===== src/rtl/mcu_pkg.sv =====
// mcu_pkg
// Shared definitions for the MCU control path.
// - Stage encoding used by the stage sequencer and the control decoder.
// - Default program-memory address width and instruction word width.
// - Internal sequencer FSM states and the helper that maps them onto the
//   externally visible 2-bit stage code.
package mcu_pkg;

  localparam int MCU_ADDR_W  = 8;
  localparam int MCU_INSTR_W = 12;

  // Externally visible stage code consumed by the control decoder.
  typedef enum logic [1:0] {
    STAGE_LOAD    = 2'b00,
    STAGE_FETCH   = 2'b01,
    STAGE_DECODE  = 2'b10,
    STAGE_EXECUTE = 2'b11
  } stage_e;

  // Sequencer FSM. The three LOAD_* states all present as STAGE_LOAD so
  // program memory keeps writing until the last word has landed.
  typedef enum logic [2:0] {
    SEQ_LOAD       = 3'd0,
    SEQ_LOAD_FLUSH = 3'd1,
    SEQ_LOAD_WAIT  = 3'd2,
    SEQ_FETCH      = 3'd3,
    SEQ_DECODE     = 3'd4,
    SEQ_EXECUTE    = 3'd5
  } seq_state_e;

  function automatic stage_e stage_of(input seq_state_e s);
    stage_e st;
    case (s)
      SEQ_FETCH:   st = STAGE_FETCH;
      SEQ_DECODE:  st = STAGE_DECODE;
      SEQ_EXECUTE: st = STAGE_EXECUTE;
      default:     st = STAGE_LOAD;
    endcase
    return st;
  endfunction

endpackage


===== src/rtl/mcu_stage_sequencer.sv =====
// mcu_stage_sequencer
// Producer side of the MCU control path. Accepts a host stream of
// instruction words during LOAD and presents them (registered) as program
// memory write address/data, then cycles FETCH -> DECODE -> EXECUTE.
//
// Ports:
//   clk, rst            clock and synchronous active-high reset
//   in_valid/in_ready   host word handshake; in_data word, in_last marks end
//   run_en              1 = execute, 0 = pause at FETCH
//   reload              return to LOAD; honoured only in FETCH
//   stage               LOAD=00, FETCH=01, DECODE=10, EXECUTE=11
//   load_addr/instr     program-memory write address/data (registered)
//   load_count          words accepted so far
//   loaded              program load complete
//   load_full           sticky: depth reached without in_last
//   retired             EXECUTE cycles since last load, wraps
module mcu_stage_sequencer
  import mcu_pkg::*;
#(
  parameter int ADDR_W     = MCU_ADDR_W,
  parameter int INSTR_W    = MCU_INSTR_W,
  parameter int PROG_DEPTH = 256,
  parameter int CNT_W      = 16
) (
  input  logic               clk,
  input  logic               rst,
  input  logic               in_valid,
  input  logic [INSTR_W-1:0] in_data,
  input  logic               in_last,
  output logic               in_ready,
  input  logic               run_en,
  input  logic               reload,
  output logic [1:0]         stage,
  output logic [ADDR_W-1:0]  load_addr,
  output logic [INSTR_W-1:0] load_instr,
  output logic [ADDR_W:0]    load_count,
  output logic               loaded,
  output logic               load_full,
  output logic [CNT_W-1:0]   retired
);

  localparam logic [ADDR_W:0] LAST_IDX = (ADDR_W+1)'(PROG_DEPTH - 1);

  seq_state_e         state_q, state_d;
  logic [ADDR_W-1:0]  load_addr_q, load_addr_d;
  logic [INSTR_W-1:0] load_instr_q, load_instr_d;
  logic [ADDR_W:0]    load_count_q, load_count_d;
  logic               loaded_q, loaded_d;
  logic               load_full_q, load_full_d;
  logic [CNT_W-1:0]   retired_q, retired_d;

  logic accept;
  logic at_depth;

  // Ready depends only on registered state, so there is no path from
  // in_valid to in_ready. The flush and wait states are excluded by the
  // state compare itself.
  assign in_ready = (state_q == SEQ_LOAD) && !loaded_q;
  assign accept   = in_valid && in_ready;
  assign at_depth = (load_count_q == LAST_IDX);

  always_comb begin
    state_d      = state_q;
    load_addr_d  = load_addr_q;
    load_instr_d = load_instr_q;
    load_count_d = load_count_q;
    loaded_d     = loaded_q;
    load_full_d  = load_full_q;
    retired_d    = retired_q;

    case (state_q)
      SEQ_LOAD: begin
        if (accept) begin
          load_instr_d = in_data;
          load_addr_d  = load_count_q[ADDR_W-1:0];
          load_count_d = load_count_q + 1'b1;
          // One flush cycle keeps the stage at LOAD so the final word,
          // which only just became visible on load_addr/load_instr, is
          // written before the run loop starts.
          if (in_last || at_depth) begin
            state_d = SEQ_LOAD_FLUSH;
          end
          if (!in_last && at_depth) begin
            load_full_d = 1'b1;
          end
        end
      end

      SEQ_LOAD_FLUSH: begin
        loaded_d = 1'b1;
        state_d  = SEQ_LOAD_WAIT;
      end

      SEQ_LOAD_WAIT: begin
        if (run_en) begin
          state_d = SEQ_FETCH;
        end
      end

      SEQ_FETCH: begin
        // reload wins over run_en; the write port contents are left alone.
        if (reload) begin
          state_d      = SEQ_LOAD;
          loaded_d     = 1'b0;
          load_count_d = '0;
          load_full_d  = 1'b0;
          retired_d    = '0;
        end else if (run_en) begin
          state_d = SEQ_DECODE;
        end
      end

      SEQ_DECODE: begin
        state_d = SEQ_EXECUTE;
      end

      SEQ_EXECUTE: begin
        retired_d = retired_q + 1'b1;
        state_d   = SEQ_FETCH;
      end

      default: begin
        state_d = SEQ_LOAD;
      end
    endcase
  end

  always_ff @(posedge clk) begin
    if (rst) begin
      state_q      <= SEQ_LOAD;
      load_addr_q  <= '0;
      load_instr_q <= '0;
      load_count_q <= '0;
      loaded_q     <= 1'b0;
      load_full_q  <= 1'b0;
      retired_q    <= '0;
    end else begin
      state_q      <= state_d;
      load_addr_q  <= load_addr_d;
      load_instr_q <= load_instr_d;
      load_count_q <= load_count_d;
      loaded_q     <= loaded_d;
      load_full_q  <= load_full_d;
      retired_q    <= retired_d;
    end
  end

  assign stage      = stage_of(state_q);
  assign load_addr  = load_addr_q;
  assign load_instr = load_instr_q;
  assign load_count = load_count_q;
  assign loaded     = loaded_q;
  assign load_full  = load_full_q;
  assign retired    = retired_q;

endmodule


===== config.mk =====
export PLATFORM = sky130hd
export DESIGN_NAME = mcu_stage_sequencer
export DESIGN_NICKNAME = d
export VERILOG_FILES = /design/src/rtl/mcu_pkg.sv /design/src/rtl/mcu_stage_sequencer.sv
export SDC_FILE = /design/constraint.sdc
export NUM_CORES = 1
export LEC_CHECK = 0
export BUFFER_PORTS_ARGS = -buffer_cell sky130_fd_sc_hd__buf_2
export CAP_MARGIN = 20
export CORE_ASPECT_RATIO = 1.4
export CORE_MARGIN = 2
export CORE_UTILIZATION = 38
export CTS_CLUSTER_SIZE = 24
export DETAILED_ROUTE_END_ITERATION = 8
export GPL_ROUTABILITY_DRIVEN = 0
export PLACE_DENSITY = 0.59
export SLEW_MARGIN = 20
export SYNTH_ARGS = -nofsm -noshare
export SYNTH_HDL_FRONTEND = slang
export SYNTH_SLANG_ARGS = --single-unit

===== constraint.sdc =====
create_clock -name clk -period 2.4 [get_ports clk]
set_input_delay 0.36 -clock clk [delete_from_list [all_inputs] [get_ports clk]]
set_output_delay 0.36 -clock clk [all_outputs]
set_load 0.005 [all_outputs]

# Word-level counts from Yosys, hierarchy flattened
# Cells that the tools add are included.
dict set report totals {
  regBits 50
  latch_bits 0
  ramBits 0
  rom_bits 0
  inputBits 18
  out_inout_bits 50
  word_cells 54
  n_memories 0
}
dict set report op_classes {
  n_addsub 2
  n_mul 0
  n_div 0
  magnitude_cmp 0
  eq_ne 12
  shift 0
  n_mux 17
  bitwise 0
  reduce_logical 16
}
# op n
set ops {}
lappend ops {{case mux 16 bit (2 select lines)} 1}
lappend ops {{2-to-1 mux 9 bit} 2}
lappend ops {{case mux 3 bit (6 select lines)} 1}
lappend ops {{case mux 9 bit (2 select lines)} 1}
lappend ops {{adder 16 x 1 -> 16 bit, second input constant} 1}
lappend ops {{2-to-1 mux 16 bit} 1}
lappend ops {{2-to-1 mux 3 bit} 5}
lappend ops {{adder 9 x 1 -> 9 bit, second input constant} 1}
lappend ops {{equality test 9 x 8 -> 1 bit, second input constant} 1}
lappend ops {{AND reduction 4 bit} 2}
lappend ops {{equality test 3 x 2 -> 1 bit, second input constant} 2}
lappend ops {{equality test 3 bit, second input constant} 2}
lappend ops {{!= test 2 bit, second input constant} 3}
lappend ops {{case mux 2 bit (3 select lines)} 1}
lappend ops {{AND reduction 2 bit} 3}
lappend ops {{nonzero test 2 bit} 3}
lappend ops {{!= test 2 x 1 -> 1 bit, second input constant} 2}
lappend ops {{case mux 1 bit (2 select lines)} 2}
lappend ops {{equality test 3 x 1 -> 1 bit, second input constant} 1}
lappend ops {{logical AND 1 bit} 3}
lappend ops {{logical NOT 3 bit} 1}
lappend ops {{2-to-1 mux 1 bit} 3}
lappend ops {{!= test 3 bit, second input constant} 1}
lappend ops {{AND reduction 3 bit} 1}
lappend ops {{other kinds (2)} 3}

# Logic depth before layout (Yosys ltp)
# Gate-level depths: netlist (run 1).
dict set report depth {
  depth_word 5
  ltp_mapped 9
  mapped_depth_nobuf 9
}

# Worst setup path before layout (run 1)
# No wires, ideal clock.
dict set report synth_timing {
  path_type {flip-flop to flip-flop}
  start {reg load_count_q[0], in the netlist load_count[0]}
  end {reg state_q[0]}
  setup_ns 0.132
  arrival_time_ns 1.708
  required_ns 2.268
  setup_slack_ns 0.561
  path_stages_with_launch 10
  path_buffers 0
  synth_period_minus_slack_ns 1.839
  path_cell_list {dfxtp_1 > ha_1 > and3_1 > and3_1 > and3_1 > ha_1 > nor2_1 > nor3_1 > a211oi_1 > nor3_1}
}
dict set report synth_via {
  elab_chain_len 4
}
# element line_no
set synth_lines {}
lappend synth_lines {{start, declared} mcu_stage_sequencer.sv:47} ;# logic [ADDR_W:0] load_count_q, load_count_d;
lappend synth_lines {{start signal, assigned} mcu_stage_sequencer.sv:141} ;# load_count_q <= load_count_d;
lappend synth_lines {{equality test 9 x 8 -> 1 bit} mcu_stage_sequencer.sv:60} ;# assign at_depth = (load_count_q == LAST_IDX);
lappend synth_lines {{logical OR 1 bit} mcu_stage_sequencer.sv:80} ;# if (in_last || at_depth) begin
lappend synth_lines {{!= test 2 x 1 -> 1 bit (no line)} -}
lappend synth_lines {{AND reduction 4 bit (no line)} -}
lappend synth_lines {{end signal, assigned} mcu_stage_sequencer.sv:138} ;# state_q <= state_d;
lappend synth_lines {{end, declared} mcu_stage_sequencer.sv:44} ;# seq_state_e state_q, state_d;
# Every way passes these cells.
# A chain may end at the register's enable or synchronous reset.

# Worst setup path after layout (run 1)
dict set report layout_timing {
  start {reg state_q[0]}
  end {out stage[0]}
}
dict set report layout_via {
  elab_chain_len 2
  elab_cells_between_ends 4
  cone_classes {eq/ne (3); mux (1)}
}
# element line_no
set layout_lines {}
lappend layout_lines {{equality test 3 bit or equality test 3 x 2 -> 1 bit (tied branches)} mcu_pkg.sv:33} ;# case (s)
lappend layout_lines {{case mux 2 bit (3 select lines) (*)} mcu_pkg.sv:33}
lappend layout_lines {{end, declared} mcu_stage_sequencer.sv:33} ;# output logic [1:0] stage,
# Every way passes the cells marked *; elsewhere a longest branch is shown, timed or not.

==> impl_metrics.csv, run 1 <==
group,metric,value,unit
run_status,status,"finished, final reports clean",
detailed_routing,viasPerCell,5.32,
detailed_routing,drc_errors,0,
worst_setup_path,crit_arrival,1.68,ns
sta,finalSetupViolCount,0,
logic_synthesis,syn_area,0.00227,mm^2
job,drv_cap,0,
sta,rsz0062_at_grt,"false",
clocking,clk_path_buf_depth,2,
worst_setup_path,rrSetupSlack,0.44,ns
cells_and_area,num_antenna_cells,0,
sta,fmax,0.491,GHz
clocking,htree_levels,2,
sta,skew,0.00451,ns
sta,final.setup.tns,0,ns
global_route,first_global_vias,1959,
cells_and_area,stdcell_count,406,
worst_setup_path,path_class,"register to primary output",
clocking,post_cts_buffers,0,
logic_synthesis,synthDistinctLibCells,42,
logic_synthesis,async_flop_share,0,%
cells_and_area,final_cell_mix,"buf_2, nand2_1, dfxtp_1",
clocking,insertion_delay,0.29,ns
worst_setup_path,ff2ff_path_depth,9,
logic_synthesis,seq_area_frac_synth,44.1,%
cells_and_area,fill_cells,598,
clocking,cts_sinks,50,
clocking,cts_tree,"built",
global_route,gr-total-overflow,0,
clocking,cts_made_buffers,5,
clocking,cts.root.buffer_cell,"clkbuf_8",
sta,fin_crit_sh,84.9,%
floorplan,io_pins,68,
placement,port_buffers,67,
placement,dp.cells,399,
floorplan,die_area,0.00661,mm^2
placement,dp_hpwl,3860,um
logic_synthesis,yosys_register_bits,50,
min_path,min_from,"in_data[3]",
worst_setup_path,end_kind,"primary output",
floorplan,die_h,95.4,um
clocking,hold_buffers,0,
global_route,antenna_found_initial,0,
clocking,ctsResizeCount,0,
global_route,grt_max_degree,32,
detailed_routing,vias,2161,
cells_and_area,utilization,46.4,%
cells_and_area,layout.nets,357,
logic_synthesis,syn_area_per_cell,8.25,um^2
floorplan,initial_utilization,39.0,%
power_and_ir_drop,leakage,0.00115,uW
worst_setup_path,required,2.04,ns
logic_synthesis,synth_edf_count,0,
detailed_routing,wl_per_cell,13.3,um
floorplan,rows,33,
worst_setup_path,cp_max_fo,10,
detailed_routing,wl,5410,um
global_route,grt.total_usage,16.4,%
sta,timing_worst_slew_pin_value,0.599,ns
worst_setup_path,r2r-start,"load_count[0]",
power_and_ir_drop,power_density,567,mW/mm^2
detailed_routing,ant_nets,0,
detailed_routing,first_pass_iters,4,
worst_setup_path,cp-startpoint,"state_q[0]",
logic_synthesis,yosys_most_used_dff,"dfxtp_1",
sta,relSlewSlack,60.1,%
floorplan,die_x,69.3,um
logic_synthesis,yosysTopAreaCell,"dfxtp_1",
clocking,clk_pin_slew,0.09,ns
power_and_ir_drop,p_total,1530,uW
worst_setup_path,startpoint_type,"register",
logic_synthesis,synth.area.top_cells,"dfxtp_1, nand2_1, a21oi_1, nand3_1, nor2_1",
sta,finalHoldViolCount,0,
global_route,grt_first_pass_wirelength,8940,um
power_and_ir_drop,ir_drop,356,uV
worst_setup_path,endpoint,"stage[0]",
logic_synthesis,syn_nets,296,
logic_synthesis,ys.warnings.count,0,
min_path,hp-class,"primary input to register",
cells_and_area,layout_commonest_cell,"buf_2",
sta,slew_violations,0,
logic_synthesis,yosys.area.top_type_share,44.1,%
cells_and_area,drive_gt1_share,25.6,%
sta,finalCriticalPeriod,2.04,ns
floorplan,core_area,0.00582,mm^2
logic_synthesis,synth_cells,275,
detailed_routing,drt_iter0_drc,90,
cells_and_area,area_growth,19.0,%
worst_setup_path,r2r-end,"state_q[0]",
[final cells by class]
class / instances / area (um^2) / area share [%]
clock buffers: 7 / 76.3 / 2.83
inverters: 4 / 15.0 / 0.556
multi-input cells: 202 / 1140 / 42.2
flip-flops and latches: 50 / 1000 / 37.1
well taps: 70 / 87.6 / 3.25
repair buffers: 73 / 380 / 14.1
[worst min path at each step]
stage                          endpoint  slack (ns)  cells past startpoint
after floorplan            load_addr[0]        0.45                      2
after global placement    load_instr[3]        0.44                      2
after detailed placement   load_addr[4]        0.45                      2
after CTS                 load_instr[3]        0.28                      3
after global routing      load_instr[8]        0.29                      3
final                     load_instr[3]        0.29                      3
[critical path, cell delays in order (launching register included)]
cell and delay (ns):
dfxtp_1 0.55, nor2b_1 0.32, nand2_1 0.24, nand2_1 0.15, buf_2 0.13
[stage by stage]
step	area [um^2]	setup slack, ns	hold slack, ns
after floorplan	2270	0.561	0.453
after global placement	2620	0.476	0.440
after detailed placement	2620	0.433	0.447
after CTS	2700	0.352	0.281
after global routing	2700	0.234	0.291
final	2700	0.363	0.293
[sequential cells by signal, indices dropped and copies added (netlist names)]
register	count
retired	16
load_instr	12
load_count	9
load_addr	8
state_q	3
load_full	1
loaded	1
[cell usage after synthesis (all sizes together) (2+ instances only)]
| library cell | count |
|---|---|
| dfxtp | 50 |
| nand2b | 4 |
| o21ai | 5 |
| nand4b | 2 |
| nor4 | 2 |
| o311ai | 3 |
| nor3 | 4 |
| and3 | 5 |
| mux2i | 2 |
| nor2b | 4 |
| nand3 | 11 |
| mux2 | 3 |
| or3 | 3 |
| or4 | 3 |
| nand2 | 58 |
| ha | 3 |
| and4 | 3 |
| inv | 4 |
| clkbuf | 11 |
| a41oi | 2 |
| a311oi | 5 |
| a22oi | 2 |
| o211ai | 3 |
| or2 | 2 |
| nand4 | 6 |
| a21oi | 41 |
| a211oi | 3 |
| nor2 | 14 |
| buf | 8 |
| and2 | 2 |
[per-layer routing]
metal / share of wire (%) / global-route usage [%]
met5: 0 / 0
met1: 44 / 18.9
met2: 51 / 30.2
met4: 0.55 / 5.39
met3: 4.3 / 3.49
[power breakdown]
part / leakage (uW) / internal [uW] / switching, uW
sequential: 0.000405 / 857 / 27.8
combinational: 0.000708 / 77.1 / 110
clock: 0.0000383 / 201 / 257
[logic make-up after synthesis]
kind of cell | synth area share, %
compound gates | 17.7
flops | 44.1
simple gates | 28.5
mux | 2.37
buf+inv | 5.68
fa+ha+maj | 1.65
Note: power is estimated with default switching activity, not from simulation.
==> inputs of run 2 (changes only) <==
--- a/config.mk
+++ b/config.mk
@@ -5,6 +5,7 @@
 export SDC_FILE = /design/constraint.sdc
 export NUM_CORES = 1
 export LEC_CHECK = 0
+export ABC_AREA = 1
 export BUFFER_PORTS_ARGS = -buffer_cell sky130_fd_sc_hd__buf_2
 export CAP_MARGIN = 20
 export CORE_ASPECT_RATIO = 1.4
@@ -13,7 +14,7 @@
 export CTS_CLUSTER_SIZE = 24
 export DETAILED_ROUTE_END_ITERATION = 8
 export GPL_ROUTABILITY_DRIVEN = 0
-export PLACE_DENSITY = 0.59
+export PLACE_DENSITY = 0.58
 export SLEW_MARGIN = 20
 export SYNTH_ARGS = -nofsm -noshare
 export SYNTH_HDL_FRONTEND = slang
==> constraint.sdc (replaced) <==
create_clock -name clk -period 2 [get_ports clk]
set_input_delay 0.3 -clock clk [delete_from_list [all_inputs] [get_ports clk]]
set_output_delay 0.3 -clock clk [all_outputs]
set_load 0.005 [all_outputs]
==> impl_metrics.csv, run 2 <==
group,metric,value,unit
cells_and_area,drive_gt1_share,23.4,%
detailed_routing,drc_errors,0,
sta,skew,0.00721,ns
logic_synthesis,yosys.area.top_type_share,41.3,%
global_route,gr-total-overflow,0,
detailed_routing,met2_length,2860,um
clocking,cts.root.buffer_cell,"clkbuf_8",
worst_setup_path,startpoint_type,"register",
cells_and_area,layout.nets,461,
min_path,hp-class,"primary input to register",
clocking,cts_tree,"built",
detailed_routing,drt_iter0_drc,90,
worst_setup_path,r2r-end,"state_q[0]",
detailed_routing,wl,5960,um
logic_synthesis,seq_area_frac_synth,41.3,%
clocking,insertion_delay,0.31,ns
sta,rsz0062_at_grt,"false",
placement,port_buffers,67,
floorplan,die_area,0.00705,mm^2
detailed_routing,wl_per_cell,11.6,um
logic_synthesis,syn_area_per_cell,6.57,um^2
sta,relSlewSlack,71.4,%
logic_synthesis,synth_edf_count,0,
detailed_routing,first_pass_iters,4,
detailed_routing,met1_length,2600,um
sta,setup_ws,0.251,ns
detailed_routing,viasPerCell,4.88,
logic_synthesis,syn_area,0.00243,mm^2
worst_setup_path,cp_max_fo,4,
placement,placedInstanceArea,0.00282,mm^2
floorplan,io_pins,68,
sta,finalCriticalPeriod,1.75,ns
global_route,antenna_found_initial,0,
worst_setup_path,required,2.25,ns
clocking,clk_pin_slew,0.09,ns
logic_synthesis,yosys_most_used_dff,"dfxtp_1",
min_path,whs_path_depth,3,
floorplan,die_h,98.5,um
sta,finalSetupViolCount,0,
sta,finalHoldViolCount,0,
placement,place_ws,0.187,ns
worst_setup_path,rrSetupSlack,0.25,ns
logic_synthesis,syn_nets,390,
global_route,grt_max_degree,27,
power_and_ir_drop,p_total,2430,uW
clocking,hold_buffers,0,
power_and_ir_drop,ir_drop,335,uV
worst_setup_path,end_kind,"register",
run_status,status,"finished, final reports clean",
floorplan,core_area,0.00621,mm^2
logic_synthesis,synth.area.top_cells,"dfxtp_1, nand2_1, nor2_1, a21oi_1, inv_1",
clocking,cts_made_buffers,5,
worst_setup_path,path_class,"register to register",
logic_synthesis,yosysTopAreaCell,"dfxtp_1",
floorplan,initial_utilization,39.1,%
logic_synthesis,yosys_register_bits,50,
logic_synthesis,synth_cells,369,
power_and_ir_drop,leakage,0.00140,uW
min_path,whs_endpoint,"load_instr[3]",
cells_and_area,fill_cells,640,
cells_and_area,final_cell_mix,"nand2_1, buf_2, dfxtp_1",
cells_and_area,design_area,0.00299,mm^2
detailed_routing,vias,2502,
cells_and_area,num_antenna_cells,0,
logic_synthesis,yosysMostFrequentCell,"nand2_1",
global_route,first_global_vias,2410,
floorplan,rows,34,
cells_and_area,largest_reg_flops,16,
power_and_ir_drop,power_density,813,mW/mm^2
job,drv_cap,0,
logic_synthesis,synth_common_cells,"nand2_1, dfxtp_1, nor2_1",
min_path,min_from,"in_data[3]",
global_route,grt_first_pass_wirelength,10000,um
cells_and_area,area_growth,23.1,%
worst_setup_path,crit_arrival,2.00,ns
logic_synthesis,synthDistinctLibCells,26,
worst_setup_path,ff2ff_path_depth,12,
sta,timing_worst_slew_pin_value,0.429,ns
detailed_routing,routed.top_layer,"met4",
logic_synthesis,ys.warnings.count,0,
sta,slew_violations,0,
clocking,clk_path_buf_depth,2,
sta,final.setup.tns,0,ns
sta,fmax,0.572,GHz
placement,dp_hpwl,4300,um
cells_and_area,layout_commonest_cell,"nand2_1",
floorplan,die_x,71.5,um
clocking,htree_levels,2,
clocking,cts_sinks,50,
detailed_routing,ant_nets,0,
sta,fin_crit_sh,87.4,%
detailed_routing,met3_length,367,um
logic_synthesis,async_flop_share,0,%
worst_setup_path,r2r-start,"load_count[1]",
global_route,grt.total_usage,17.2,%
run 2: cell count changes after synthesis, sizes merged, moves of 5 or more:
cell,previous run,this run
nand3,11,24
nand2,58,131
a21oi,41,35
a311oi,5,0
inv,4,36
o21ai,5,12
clkbuf,11,5
nor2,14,51
run 2: worst max-delay path by stage:
stage,slack (ns),cells after the start,startpoint,to
3_3_place_gp,0.23,12,load_count[0],state_q[0]
5_1_grt,0.02,12,load_count[1],state_q[2]
2_1_floorplan,0.36,12,load_count[0],state_q[0]
3_5_place_dp,0.19,12,load_count[0],state_q[0]
4_1_cts,0.15,12,load_count[0],state_q[0]
6_report,0.25,12,load_count[1],state_q[0]
run 2: layout make-up:
class | instances | area, um^2 | share of cell area [%]
clock buffers | 5 | 68.8 | 2.31
clock inverters | 3 | 43.8 | 1.47
inverters | 36 | 135 | 4.53
multi-input cells | 271 | 1240 | 41.5
flip-flops and latches | 50 | 1010 | 33.7
well taps | 72 | 90.1 | 3.02
repair buffers | 76 | 403 | 13.5
run 2: power by group:
group	internal (uW)	switching, uW
registers	1080	71.0
logic	216	332
clock network	375	356
run 2: per-stage QoR:
step / util [%] / hold slack (ns) / std cells
final: 48.1 / 0.228 / 513
after global routing: 48.1 / 0.217 / 513
after CTS: 47.2 / 0.217 / 509
after detailed placement: 45.4 / 0.433 / 501
after global placement: 45.4 / 0.436 / 501
after floorplan: - / 0.442 / 369
run 2: layer usage:
metal | vias up | global-route usage (%)
met2 | 75 | 30.3
met3 | 12 | 3.58
met4 | 0 | 7.98
li1 | 1306 | -
met1 | 1109 | 19.6
met5 | - | 0
run 2: kinds of logic (layout without fill, tap and decap cells):
family,count (synthesis),in the layout,synth area share (%)
AND/OR/NAND/NOR,213,213,36.4
flip-flops,50,50,41.3
adder cells (fa/ha/maj),3,3,1.55
buffers and inverters,48,120,8.41
AO/OA/AOI/OAI,55,55,12.4
run 2: what timing repair did:
| action | 4_1_cts | 5_1_grt |
|---|---|---|
| endpoints found under the setup margin | 0 | 3 |
| buffers inserted | 0 | 4 |
| gates resized for setup | 0 | 9 |
run 2: worst max-delay path, cell delays in order (launching register included):
cell	delay, ns
dfxtp_2	0.37
ha_2	0.19
nand2_2	0.07
nor2_4	0.13
nand4_1	0.10
nor2_1	0.13
ha_2	0.18
nor2_1	0.05
nand3_1	0.09
nand2_1	0.09
nor2_2	0.14
nor2_1	0.05
nor2_1	0.10
==> inputs of run 3 (changes only) <==
--- a/config.mk
+++ b/config.mk
@@ -11,6 +11,7 @@
 export CORE_ASPECT_RATIO = 1.4
 export CORE_MARGIN = 2
 export CORE_UTILIZATION = 38
+export CTS_BUF_LIST = sky130_fd_sc_hd__clkbuf_8 sky130_fd_sc_hd__clkbuf_16
 export CTS_CLUSTER_SIZE = 24
 export DETAILED_ROUTE_END_ITERATION = 8
 export GPL_ROUTABILITY_DRIVEN = 0
==> constraint.sdc (replaced) <==
create_clock -name clk -period 2.25 [get_ports clk]
set_input_delay 0.3375 -clock clk [delete_from_list [all_inputs] [get_ports clk]]
set_output_delay 0.3375 -clock clk [all_outputs]
set_load 0.005 [all_outputs]
==> impl_metrics.csv, run 3 (synthesis results as in run 2) <==
group,metric,value,unit
run_status,status,"finished, final reports clean",
power_and_ir_drop,leakage,0.00137,uW
floorplan,initial_utilization,39.1,%
worst_setup_path,critPathTopFamily,"simple AND/OR/NAND/NOR gates",
detailed_routing,drc_errors,0,
cells_and_area,area_growth,20.2,%
detailed_routing,viasPerCell,4.90,
clocking,post_cts_buffers,0,
sta,relSlewSlack,71.1,%
worst_setup_path,cp_num_buf_inv,0,
clocking,ctsResizeCount,0,
clocking,cts_sinks,50,
global_route,antenna_found_initial,0,
sta,rsz0062_at_grt,"false",
cells_and_area,num_antenna_cells,0,
power_and_ir_drop,seq_power_share,48.2,%
cells_and_area,fill_cells,675,
clocking,htree_levels,2,
worst_setup_path,end_kind,"register",
cells_and_area,layout_commonest_cell,"nand2_1",
sta,skew,0.00398,ns
worst_setup_path,critPathMaxStageDelay,0.41,ns
power_and_ir_drop,ir_drop,286,uV
clocking,cts_tree,"built",
detailed_routing,wl,6020,um
cells_and_area,drive_gt1_share,20.5,%
placement,placedInstanceArea,0.00281,mm^2
worst_setup_path,cp_slowest_cell,"dfxtp_1",
clocking,cts.root.buffer_cell,"clkbuf_8",
global_route,first_global_vias,2343,
sta,fin_crit_sh,81.7,%
worst_setup_path,required,2.50,ns
cells_and_area,design_area,0.00292,mm^2
floorplan,die_x,71.5,um
job,drv_cap,0,
floorplan,rows,34,
worst_setup_path,cp_cell_sequence,"ha_1, nand2_1, nor2_1, nand4_1, nor2_1, ha_1, nor2_1, nand3_1, nand2_1, nor2_1, nor2_1, nor2_1",
sta,timing_worst_slew_pin_value,0.432,ns
detailed_routing,first_pass_iters,7,
cells_and_area,layout.nets,455,
floorplan,die_area,0.00705,mm^2
clocking,clk_path_buf_depth,2,
placement,port_buffers,67,
sta,fmax,0.544,GHz
sta,finalHoldViolCount,0,
detailed_routing,wl_per_cell,11.9,um
power_and_ir_drop,power_density,723,mW/mm^2
sta,finalSetupViolCount,0,
global_route,grt.total_usage,17.8,%
power_and_ir_drop,power_frac_comb,21.6,%
global_route,gr-total-overflow,0,
detailed_routing,drt_iter0_drc,72,
cells_and_area,largest_reg_flops,16,
cells_and_area,final_cell_mix,"nand2_1, buf_2, dfxtp_1",
worst_setup_path,path_class,"register to register",
worst_setup_path,startpoint_type,"register",
detailed_routing,ant_nets,0,
detailed_routing,vias,2484,
min_path,hp-class,"primary input to register",
worst_setup_path,critPathMostFrequentCell,"nor2_1",
clocking,insertion_delay,0.31,ns
placement,dp_hpwl,4390,um
clocking,cts_made_buffers,5,
global_route,grt_first_pass_wirelength,10300,um
clocking,clk_pin_slew,0.09,ns
global_route,grt_max_degree,27,
worst_setup_path,crit_arrival,2.09,ns
clocking,hold_buffers,0,
power_and_ir_drop,switching_share,31.1,%
worst_setup_path,cp_max_fo,6,
sta,final.setup.tns,0,ns
floorplan,io_pins,68,
sta,finalCriticalPeriod,1.84,ns
floorplan,core_area,0.00621,mm^2
floorplan,die_h,98.5,um
power_and_ir_drop,p_sw,655,uW
power_and_ir_drop,pwr-share-clk,30.2,%
power_and_ir_drop,internal_power,1450,uW
sta,slew_violations,0,
-- run 3: worst paths after layout --
| path | slack, ns | startpoint | to | cells after the start |
|---|---|---|---|---|
| hold reg to reg | 0.46 | load_full | load_full | 2 |
| hold / removal | 0.27 | in_data[3] | load_instr[3] | 3 |
| setup / recovery | 0.41 | load_count[0] | state_q[0] | 12 |
| setup reg to reg | 0.41 | load_count[0] | state_q[0] | 12 |
-- run 3: worst reg2reg max path, cell delays in order, from the launching register on --
cell     delay [ns]
dfxtp_1        0.41
ha_1           0.20
nand2_1        0.08
nor2_1         0.17
nand4_1        0.13
nor2_1         0.11
ha_1           0.18
nor2_1         0.05
nand3_1        0.09
nand2_1        0.07
nor2_1         0.14
nor2_1         0.05
nor2_1         0.10
-- run 3: metrics by stage --
step / total power [uW] / util, % / setup slack [ns] / std cells / hold slack (ns)
CTS: 2150 / 46.9 / 0.382 / 507 / 0.258
floorplan: 1360 / - / 0.614 / 369 / 0.442
finish: 2110 / 46.9 / 0.412 / 507 / 0.269
detailed placement: 1500 / 45.2 / 0.410 / 499 / 0.441
global route: 2240 / 46.9 / 0.132 / 507 / 0.272
global placement: 1500 / 45.2 / 0.479 / 499 / 0.442
-- run 3: layer usage --
layer	up-vias	share of wire, %	global-route usage (%)
met2	70	49	31.2
met5	-	0	0
met1	1109	43	20.3
met3	9	6.1	4.50
li1	1296	-	-
met4	0	1.8	7.40
-- run 3: layout make-up --
class | count | area [um^2] | share of cell area, %
clock buffers | 5 | 68.8 | 2.36
clock inverters | 3 | 41.3 | 1.42
inverters | 36 | 135 | 4.64
multi-input cells | 271 | 1220 | 41.9
flip-flops and latches | 50 | 1000 | 34.3
well taps | 72 | 90.1 | 3.09
repair buffers | 70 | 358 | 12.3
-- run 3: power by group through the flow --
stage	clock, uW	combinational, uW	sequential, uW
floorplan	0	329	1030
global placement	0	465	1040
detailed placement	0	462	1040
CTS	668	464	1020
global route	690	525	1030
finish	636	456	1020
